**config.mk**
```make
export PLATFORM = sky130hd
export DESIGN_NAME = eth_dpram_fifo
export DESIGN_NICKNAME = d
export VERILOG_FILES = /design/src/rtl/eth_fifo_pkg.sv /design/src/rtl/eth_dpram.sv /design/src/rtl/eth_dpram_fifo.sv
export SDC_FILE = /design/constraint.sdc
export NUM_CORES = 1
export LEC_CHECK = 0
export ABC_AREA = 1
export BUFFER_PORTS_ARGS = -buffer_cell sky130_fd_sc_hd__buf_2
export CORE_MARGIN = 10
export CORE_UTILIZATION = 55
export DETAILED_ROUTE_END_ITERATION = 7
export PLACE_DENSITY = 0.75
export REMOVE_ABC_BUFFERS = 1
export SLEW_MARGIN = 15
export SYNTH_ARGS = -nofsm -noshare
export SYNTH_HDL_FRONTEND = slang
export SYNTH_SLANG_ARGS = --single-unit
```
**constraint.sdc**
```tcl
create_clock -name clk -period 2.9 [get_ports clk]
set_input_delay 0.29 -clock clk [delete_from_list [all_inputs] [get_ports clk]]
set_output_delay 0.29 -clock clk [all_outputs]
set_load 0.02 [all_outputs]
```
**src/rtl/eth_fifo_pkg.sv**
```systemverilog
// Shared constants and sizing helpers for the Ethernet MAC FIFOs.
// Optional status logic in eth_dpram_fifo is enabled by ETH_FIFO_STATUS_EN.
package eth_fifo_pkg;

  localparam int FIFO_DEPTH_TX = 16;
  localparam int FIFO_DEPTH_RX = 16;
  localparam int FIFO_WIDTH_WB = 32;

  // Occupancy needs one extra bit so that "completely full" is representable.
  function automatic int cnt_width(input int depth);
    return $clog2(depth) + 1;
  endfunction

endpackage

```
**src/rtl/eth_dpram.sv**
```systemverilog
// WIDTH x DEPTH distributed RAM: one synchronous write port with an
// asynchronous read at the write address (spo), plus an asynchronous read-only port (dpo).
module eth_dpram #(
  parameter int WIDTH = 32,
  parameter int DEPTH = 16,
  parameter int AW    = $clog2(DEPTH)
) (
  input  logic             clk,
  input  logic             we,
  input  logic [AW-1:0]    wa,
  input  logic [AW-1:0]    ra,
  input  logic [WIDTH-1:0] d,
  output logic [WIDTH-1:0] spo,
  output logic [WIDTH-1:0] dpo
);

  logic [WIDTH-1:0] mem [DEPTH] = '{default: '0};

  // NOTE: the array has no reset branch on purpose; resetting it would turn
  // distributed RAM into DEPTH*WIDTH discrete flops.
  always_ff @(posedge clk) begin
    if (we) mem[wa] <= d;
  end

  assign spo = mem[wa];
  assign dpo = mem[ra];

endmodule

```
**src/rtl/eth_dpram_fifo.sv**
```systemverilog
// Show-ahead synchronous FIFO on eth_dpram with occupancy count and almost-full.
// Sticky overflow/underflow flags exist only when ETH_FIFO_STATUS_EN is defined.
module eth_dpram_fifo
  import eth_fifo_pkg::*;
#(
  parameter int WIDTH     = FIFO_WIDTH_WB,
  parameter int DEPTH     = FIFO_DEPTH_TX,
  parameter int CNT_W     = cnt_width(DEPTH),
  parameter int AFULL_LVL = DEPTH - 2
) (
  input  logic             clk,
  input  logic             reset,
  input  logic             clear,
  input  logic             write,
  input  logic [WIDTH-1:0] data_in,
  input  logic             read,
  output logic [WIDTH-1:0] data_out,
  output logic             full,
  output logic             empty,
  output logic             almost_full,
  output logic [CNT_W-1:0] cnt,
  output logic             overflow,
  output logic             underflow
);

  localparam int AW = $clog2(DEPTH);

  logic [AW-1:0]    wr_ptr;
  logic [AW-1:0]    rd_ptr;
  logic [CNT_W-1:0] cnt_q;
  logic             rd_acc;
  logic             wr_acc;
  logic [WIDTH-1:0] spo_unused;

  assign empty       = (cnt_q == '0);
  assign full        = (cnt_q == CNT_W'(DEPTH));
  assign almost_full = (cnt_q >= CNT_W'(AFULL_LVL));
  assign cnt         = cnt_q;

  // A pop frees the slot a same-cycle push needs, so a full FIFO can still
  // accept a push paired with a pop; an empty FIFO never pops.
  assign rd_acc = read & ~empty;
  assign wr_acc = write & (~full | rd_acc);

  eth_dpram #(
    .WIDTH (WIDTH),
    .DEPTH (DEPTH),
    .AW    (AW)
  ) u_ram (
    .clk (clk),
    .we  (wr_acc & ~clear),
    .wa  (wr_ptr),
    .ra  (rd_ptr),
    .d   (data_in),
    .spo (spo_unused),
    .dpo (data_out)
  );

  // NOTE: state registers use non-blocking assignments so every flop samples
  // the pre-edge values regardless of statement order.
  always_ff @(posedge clk or posedge reset) begin
    if (reset) begin
      wr_ptr <= '0;
      rd_ptr <= '0;
      cnt_q  <= '0;
    end else if (clear) begin
      wr_ptr <= '0;
      rd_ptr <= '0;
      cnt_q  <= '0;
    end else begin
      if (wr_acc) wr_ptr <= wr_ptr + AW'(1);
      if (rd_acc) rd_ptr <= rd_ptr + AW'(1);
      case ({wr_acc, rd_acc})
        2'b10:   cnt_q <= cnt_q + CNT_W'(1);
        2'b01:   cnt_q <= cnt_q - CNT_W'(1);
        default: cnt_q <= cnt_q;
      endcase
    end
  end

`ifdef ETH_FIFO_STATUS_EN
  logic overflow_q;
  logic underflow_q;

  always_ff @(posedge clk or posedge reset) begin
    if (reset) begin
      overflow_q  <= 1'b0;
      underflow_q <= 1'b0;
    end else if (clear) begin
      overflow_q  <= 1'b0;
      underflow_q <= 1'b0;
    end else begin
      if (write & ~wr_acc) overflow_q  <= 1'b1;
      if (read & empty)    underflow_q <= 1'b1;
    end
  end

  assign overflow  = overflow_q;
  assign underflow = underflow_q;
`else
  assign overflow  = 1'b0;
  assign underflow = 1'b0;
`endif

endmodule

```
== Word level (Yosys, flattened, before mapping) ==
Memory sizes are Yosys's and may differ from the RTL's.
Cells that the tools add are included.

* Output and inout bits: 42
* Register bits: 13
* Input port bits: 37
* RAM bits: 512
* Memories kept: 1

{| class="wikitable"
|+ Memories
! memory !! words !! bits a word !! read ports !! clocked after Yosys merged registers in !! wr ports !! RTL line !! text
|-
| u_ram.mem || 16 || 32 || 1 || 0 || 1 || eth_dpram.sv:17 || <nowiki>logic [WIDTH-1:0] mem [DEPTH] = '{default: '0};</nowiki>
|}

* Equality and inequality tests: 3
* Add/sub/neg operators: 4
* Bitwise gates (word level): 7
* Magnitude comparators: 1
* Reduce and logical (&&, ||, !) cells: 4
* Mux-type cells: 8

{| class="wikitable"
|+ Operators by type and width
! operator !! number
|-
| $mux W4 || 4
|-
| $pmux W5 S2 || 1
|-
| $add A4 B1 Y4 const B || 2
|-
| $add A5 B1 Y5 const B || 1
|-
| $eq A5 B5 Y1 const B || 1
|-
| $ge A5 B4 Y1 const B || 1
|-
| $logic_not A5 Y1 || 1
|-
| $mux W5 || 1
|-
| $sub A5 B1 Y5 const B || 1
|-
| $reduce_bool A2 Y1 || 2
|-
| $and A1 B1 Y1 || 3
|-
| $not A1 Y1 || 3
|-
| $reduce_bool A3 Y1 || 1
|-
| $eq A2 B1 Y1 const B || 1
|-
| $eq A2 B2 Y1 const B || 1
|-
| $mux W1 || 2
|-
| $or A1 B1 Y1 || 1
|}

== Depth between registers and ports, before layout ==
* Depth in word-level cells: 8
* Depth in mapped cells: 13
* Gate-level depth less buffers: 13

== By module ==
Synthesis repeated with hierarchy kept, for this count alone.

* Cells, all modules: 3732
* Area, all modules: 28852.7 sq um

{| class="wikitable"
|+ Modules (own cells, without submodules)
! module !! instances !! area each (sq um) !! cells an instance
|-
| eth_dpram || 1 || 27963.1 || 3630
|-
| eth_dpram_fifo || 1 || 889.6 || 102
|}

== Least setup slack after synthesis ==
Ideal clock, no wire load.

* Path kind: register to register
* Start: register cnt_q[1], in the netlist cnt[1]
* End: memory u_ram.mem[0][0], enable pin
* Buffers on the path: 0
* Setup slack: 26 ps
* Data arrival time: 2453 ps
* Stages on the path, launching flop included: 7
* Cells stage by stage: dfrtp_1 nor2_1 nand3_1 o21ai_1 inv_1 nand2_1 nor2_1

* Cells in the longest elaborated chain, start to end: 8

{| class="wikitable"
|+ Ends and longest elaborated chain
! item !! RTL line !! text
|-
| from (decl) || eth_dpram_fifo.sv:30 || <nowiki>logic [CNT_W-1:0] cnt_q;</nowiki>
|-
| from (signal assigned) || eth_dpram_fifo.sv:74 || <nowiki>2'b10: cnt_q <= cnt_q + CNT_W'(1);</nowiki>
|-
| from (signal assigned) || eth_dpram_fifo.sv:75 || <nowiki>2'b01: cnt_q <= cnt_q - CNT_W'(1);</nowiki>
|-
| from (signal assigned) || eth_dpram_fifo.sv:76 || <nowiki>default: cnt_q <= cnt_q;</nowiki>
|-
| $logic_not A5 Y1 || eth_dpram_fifo.sv:35 || <nowiki>assign empty = (cnt_q == '0);</nowiki>
|-
| $not A1 Y1 || eth_dpram_fifo.sv:42 || <nowiki>assign rd_acc = read & ~empty;</nowiki>
|-
| $and A1 B1 Y1 || eth_dpram_fifo.sv:42 ||
|-
| $or A1 B1 Y1 (*) || eth_dpram_fifo.sv:43 || <nowiki>assign wr_acc = write & (~full | rd_acc);</nowiki>
|-
| $and A1 B1 Y1 (*) || eth_dpram_fifo.sv:43 ||
|-
| $and A1 B1 Y1 (*) || eth_dpram_fifo.sv:51 || <nowiki>.we (wr_acc & ~clear),</nowiki>
|-
| $mux W1 (*) || eth_dpram.sv:22 || <nowiki>if (we) mem[wa] <= d;</nowiki>
|-
| $mux W1 (not written as such) (*) || eth_dpram.sv:22 ||
|-
| to (decl) || eth_dpram.sv:17 ||
|}

Every way passes the cells marked *; elsewhere a longest branch is shown, timed or not.

== Worst setup path after layout ==
* Start: register rd_ptr[0]
* End: output data_out[6]

* Cells in the longest elaborated chain, start to end: 1

{| class="wikitable"
|+ Ends and longest elaborated chain
! item !! RTL line !! text
|-
| from (decl) || eth_dpram_fifo.sv:29 || <nowiki>logic [AW-1:0] rd_ptr;</nowiki>
|-
| from (signal assigned) || eth_dpram_fifo.sv:72 || <nowiki>if (rd_acc) rd_ptr <= rd_ptr + AW'(1);</nowiki>
|-
| $mem_v2 Z16 W32 || n/a ||
|-
| to (decl) || eth_dpram_fifo.sv:17 || <nowiki>output logic [WIDTH-1:0] data_out,</nowiki>
|}

No other way between the ends.

==> impl_metrics.csv <==
group,metric,value,unit
synth,synth-seq-cells,525,
cells_and_area,fin_area,0.0238,mm2
power,pwr-share-comb,25.5,%
cts,htreeDepth,2,
cts,cts_tree,"done",
power,switchingPower,6.19,mW
cells_and_area,instances_no_fill,2234,
placed_design,placed_cell_area,0.0221,mm2
sta,max_slew_margin,22.3,%
synth,ys_types,27,
placed_design,place_ws,0.144,ns
synth,synth_largest_area_cell,"edfxtp_1",
sta,finClkSkew,0.0202,ns
worst_setup_path,worst_setup_path_end_kind,"output pin",
floorplan,fp.dieH,215,um
cts,cts.clk_slew.worst_paths,0.06,ns
cells_and_area,fin_nets,1733,
sta,setup_tns,0,ns
worst_setup_path,endpoint,"data_out[6]",
power,power_frac_clock,31.0,%
power,ir_drop,0.542,mV
power,leakagePower,7.76,nW
routing,wirelength,48900,um
sta,hold_ws,0.0449,ns
cells_and_area,synthToLayoutAreaGrowth,13.3,%
floorplan,io_pins,79,
sta,setup_violations,0,
placed_design,gp_routability_congestion,0.794,
cells_and_area,antenna_cells,0,
synth,netlist_area,0.0210,mm2
routing,drt_iter0_markers,1850,
cts,cts_buffer_depth,3,
cells_and_area,drive_gt1_share,12.4,%
power,power_switching_share,31.6,%
worst_setup_path,worst-endpoint-required,2.61,ns
global_route,antenna_found_initial,1,
sta,fmaxAchievable,349,MHz
global_route,grt_pass1_vias,13400,
routing,via_per_inst,6.03,
routing,detail-route-antenna-nets,0,
worst_setup_path,crit_fanout,143,
global_route,grt_max_degree,144,
synth,yosys.area.top_type_share,73.3,%
worst_hold_path,hp-class,"in2reg",
floorplan,die_w,215,um
routing,first_pass_iters,6,
sta,rsz0062_at_grt,"yes",
power,power,19.6,mW
worst_setup_path,timing.critical_path.from,"rd_ptr[0]$_DFFE_PP0P_",
power,intPower,13.4,mW
placed_design,post-place-cells,2138,
cts,cts.sinks,525,
synth,ys.flop_type,"edfxtp_1",
synth,yosysSeqAreaShare,74.8,%
worst_setup_path,rr_worst_depth,6,
worst_setup_path,arrival,2.57,ns
placed_design,portBuffers,76,
global_route,grt.total_usage,20.5,%
global_route,grt_pass1_wl,75700,um
floorplan,core-area,0.0377,mm2
power,power_density,825,mW/mm2
synth,synthTopCellsByCount,"edfxtp_1, nor2_1, o21ai_0",
sta,finalCriticalPeriod,2.86,ns
synth,synthArstFlopShare,2.48,%
global_route,grt.overflow.total,0,
cts,clk_latency,0.57,ns
worst_setup_path,path_class,"reg2out",
run,max-cap-violations,0,
worst_setup_path,rrSetupSlack,0.20,ns
worst_setup_path,start_kind,"flip-flop",
routing,drc,0,
floorplan,start_util,55.7,%
cts,clockRootBuffer,"clkbuf_16",
floorplan,rows,71,
synth,synth_cells,1622,
synth,synth_edf_count,512,
synth,synth_most_common_cell,"edfxtp_1",
sta,timing.final.crit_share,98.8,%
worst_setup_path,timing.rr.start,"cnt[1]$_DFFE_PP0P_",
floorplan,die_area,0.0464,mm2
sta,slew_viol_final,0,
cts,numCtsBuffers,50,
power,seqPwrFrac,43.5,%
worst_setup_path,r2r-end,"u_ram.mem[11][8]$_DFFE_PP_",
cells_and_area,utilization,63.1,%
status,status,"complete, no violations",
routing,wl_per_cell,21.9,um
synth,ys_warn_count,0,
placed_design,hpwlAfterDp,25800,um
routing,route.vias.total,13500,
synth,syn_avg_cell_area,12.9,um2
sta,fin_ws,0.0358,ns
sta,finalHoldViolations,0,
sta,tightest_slew,1.16,ns
synth,yosys-top-cells-area,"edfxtp_1, nor2_1, o211ai_1, o21ai_0, nand3_1",
kinds of logic (layout without fill, tap and decap cells):
kind of cell	after synthesis	count (layout)	synth area share, %
AND/OR/NAND/NOR	560	561	10.6
buffers and inverters	128	227	2.85
adder cells (fa/ha/maj)	9	9	0.572
AO/OA/AOI/OAI	395	395	11.0
flip-flops	525	525	74.8
other	1	2	0.0179
XOR/XNOR	4	4	0.167
cells in the final DEF (no fill, tap or decap), drive strengths merged, types with 8 or more instances in the layout:
cell type,count
buf,117
clkbuf,66
clkinv,23
dfrtp,13
edfxtp,512
ha,8
inv,18
nand2,64
nand3,85
nor2,408
o211ai,128
o21ai,260
per-layer routing:
layer,up-vias,GRT usage (%),wire [um]
met5,-,0,20
met3,90,3.93,4220
met1,6663,27.8,20000
met4,2,6.59,1150
li1,6082,-,-
met2,636,32.9,23500
how the worst min path moves through the flow:
| stage | from | end | cells after the start |
|---|---|---|---|
| floorplan | reset | cnt[0]$_DFFE_PP0P_ | 1 |
| global placement | reset | cnt[4]$_DFFE_PP0P_ | 2 |
| detailed placement | reset | cnt[4]$_DFFE_PP0P_ | 2 |
| CTS | read | rd_ptr[1]$_DFFE_PP0P_ | 3 |
| global route | read | rd_ptr[1]$_DFFE_PP0P_ | 3 |
| finish | read | rd_ptr[1]$_DFFE_PP0P_ | 3 |
registers in the layout, summed over array words and instances (netlist names):
signal / flops
u_ram.mem: 512
cnt: 5
rd_ptr: 4
wr_ptr: 4
what timing repair did:
item,4_1_cts,5_1_grt
hold buffers,2,0
setup endpoints to repair,7,34
gates resized for setup,0,4
setup buffers,1,1
hold endpoints to repair,14,0
pin swaps,0,1
gates cloned,0,1
critical path, cell delays in order, from the launching register on:
cell and delay, ns:
dfrtp_4 0.50, buf_16 0.35, o21ai_0 0.20, o211ai_1 0.31
nand3_1 0.18, nand2_1 0.13, buf_2 0.18
final cells by class:
cell class | instances | area [um2]
inverter | 19 | 83.8
multi-input combinational | 971 | 4820
fill | 2662 | 13900
clock buffer | 65 | 1370
timing repair buffer | 120 | 1010
tap | 511 | 639
clock inverter | 23 | 140
sequential | 525 | 15700
power by group through the flow:
| stage | Combinational, mW | Sequential (mW) | Clock (mW) |
|---|---|---|---|
| 4_1_cts | 4.97 | 8.54 | 6.13 |
| 6_report | 4.99 | 8.54 | 6.07 |
| 3_5_place_dp | 4.87 | 8.71 | 0 |
| 2_1_floorplan | 2.71 | 9.03 | 0 |
| 5_1_grt | 5.55 | 8.54 | 6.40 |
| 3_3_place_gp | 4.75 | 8.70 | 0 |
Power figures use the tool's default switching activity.
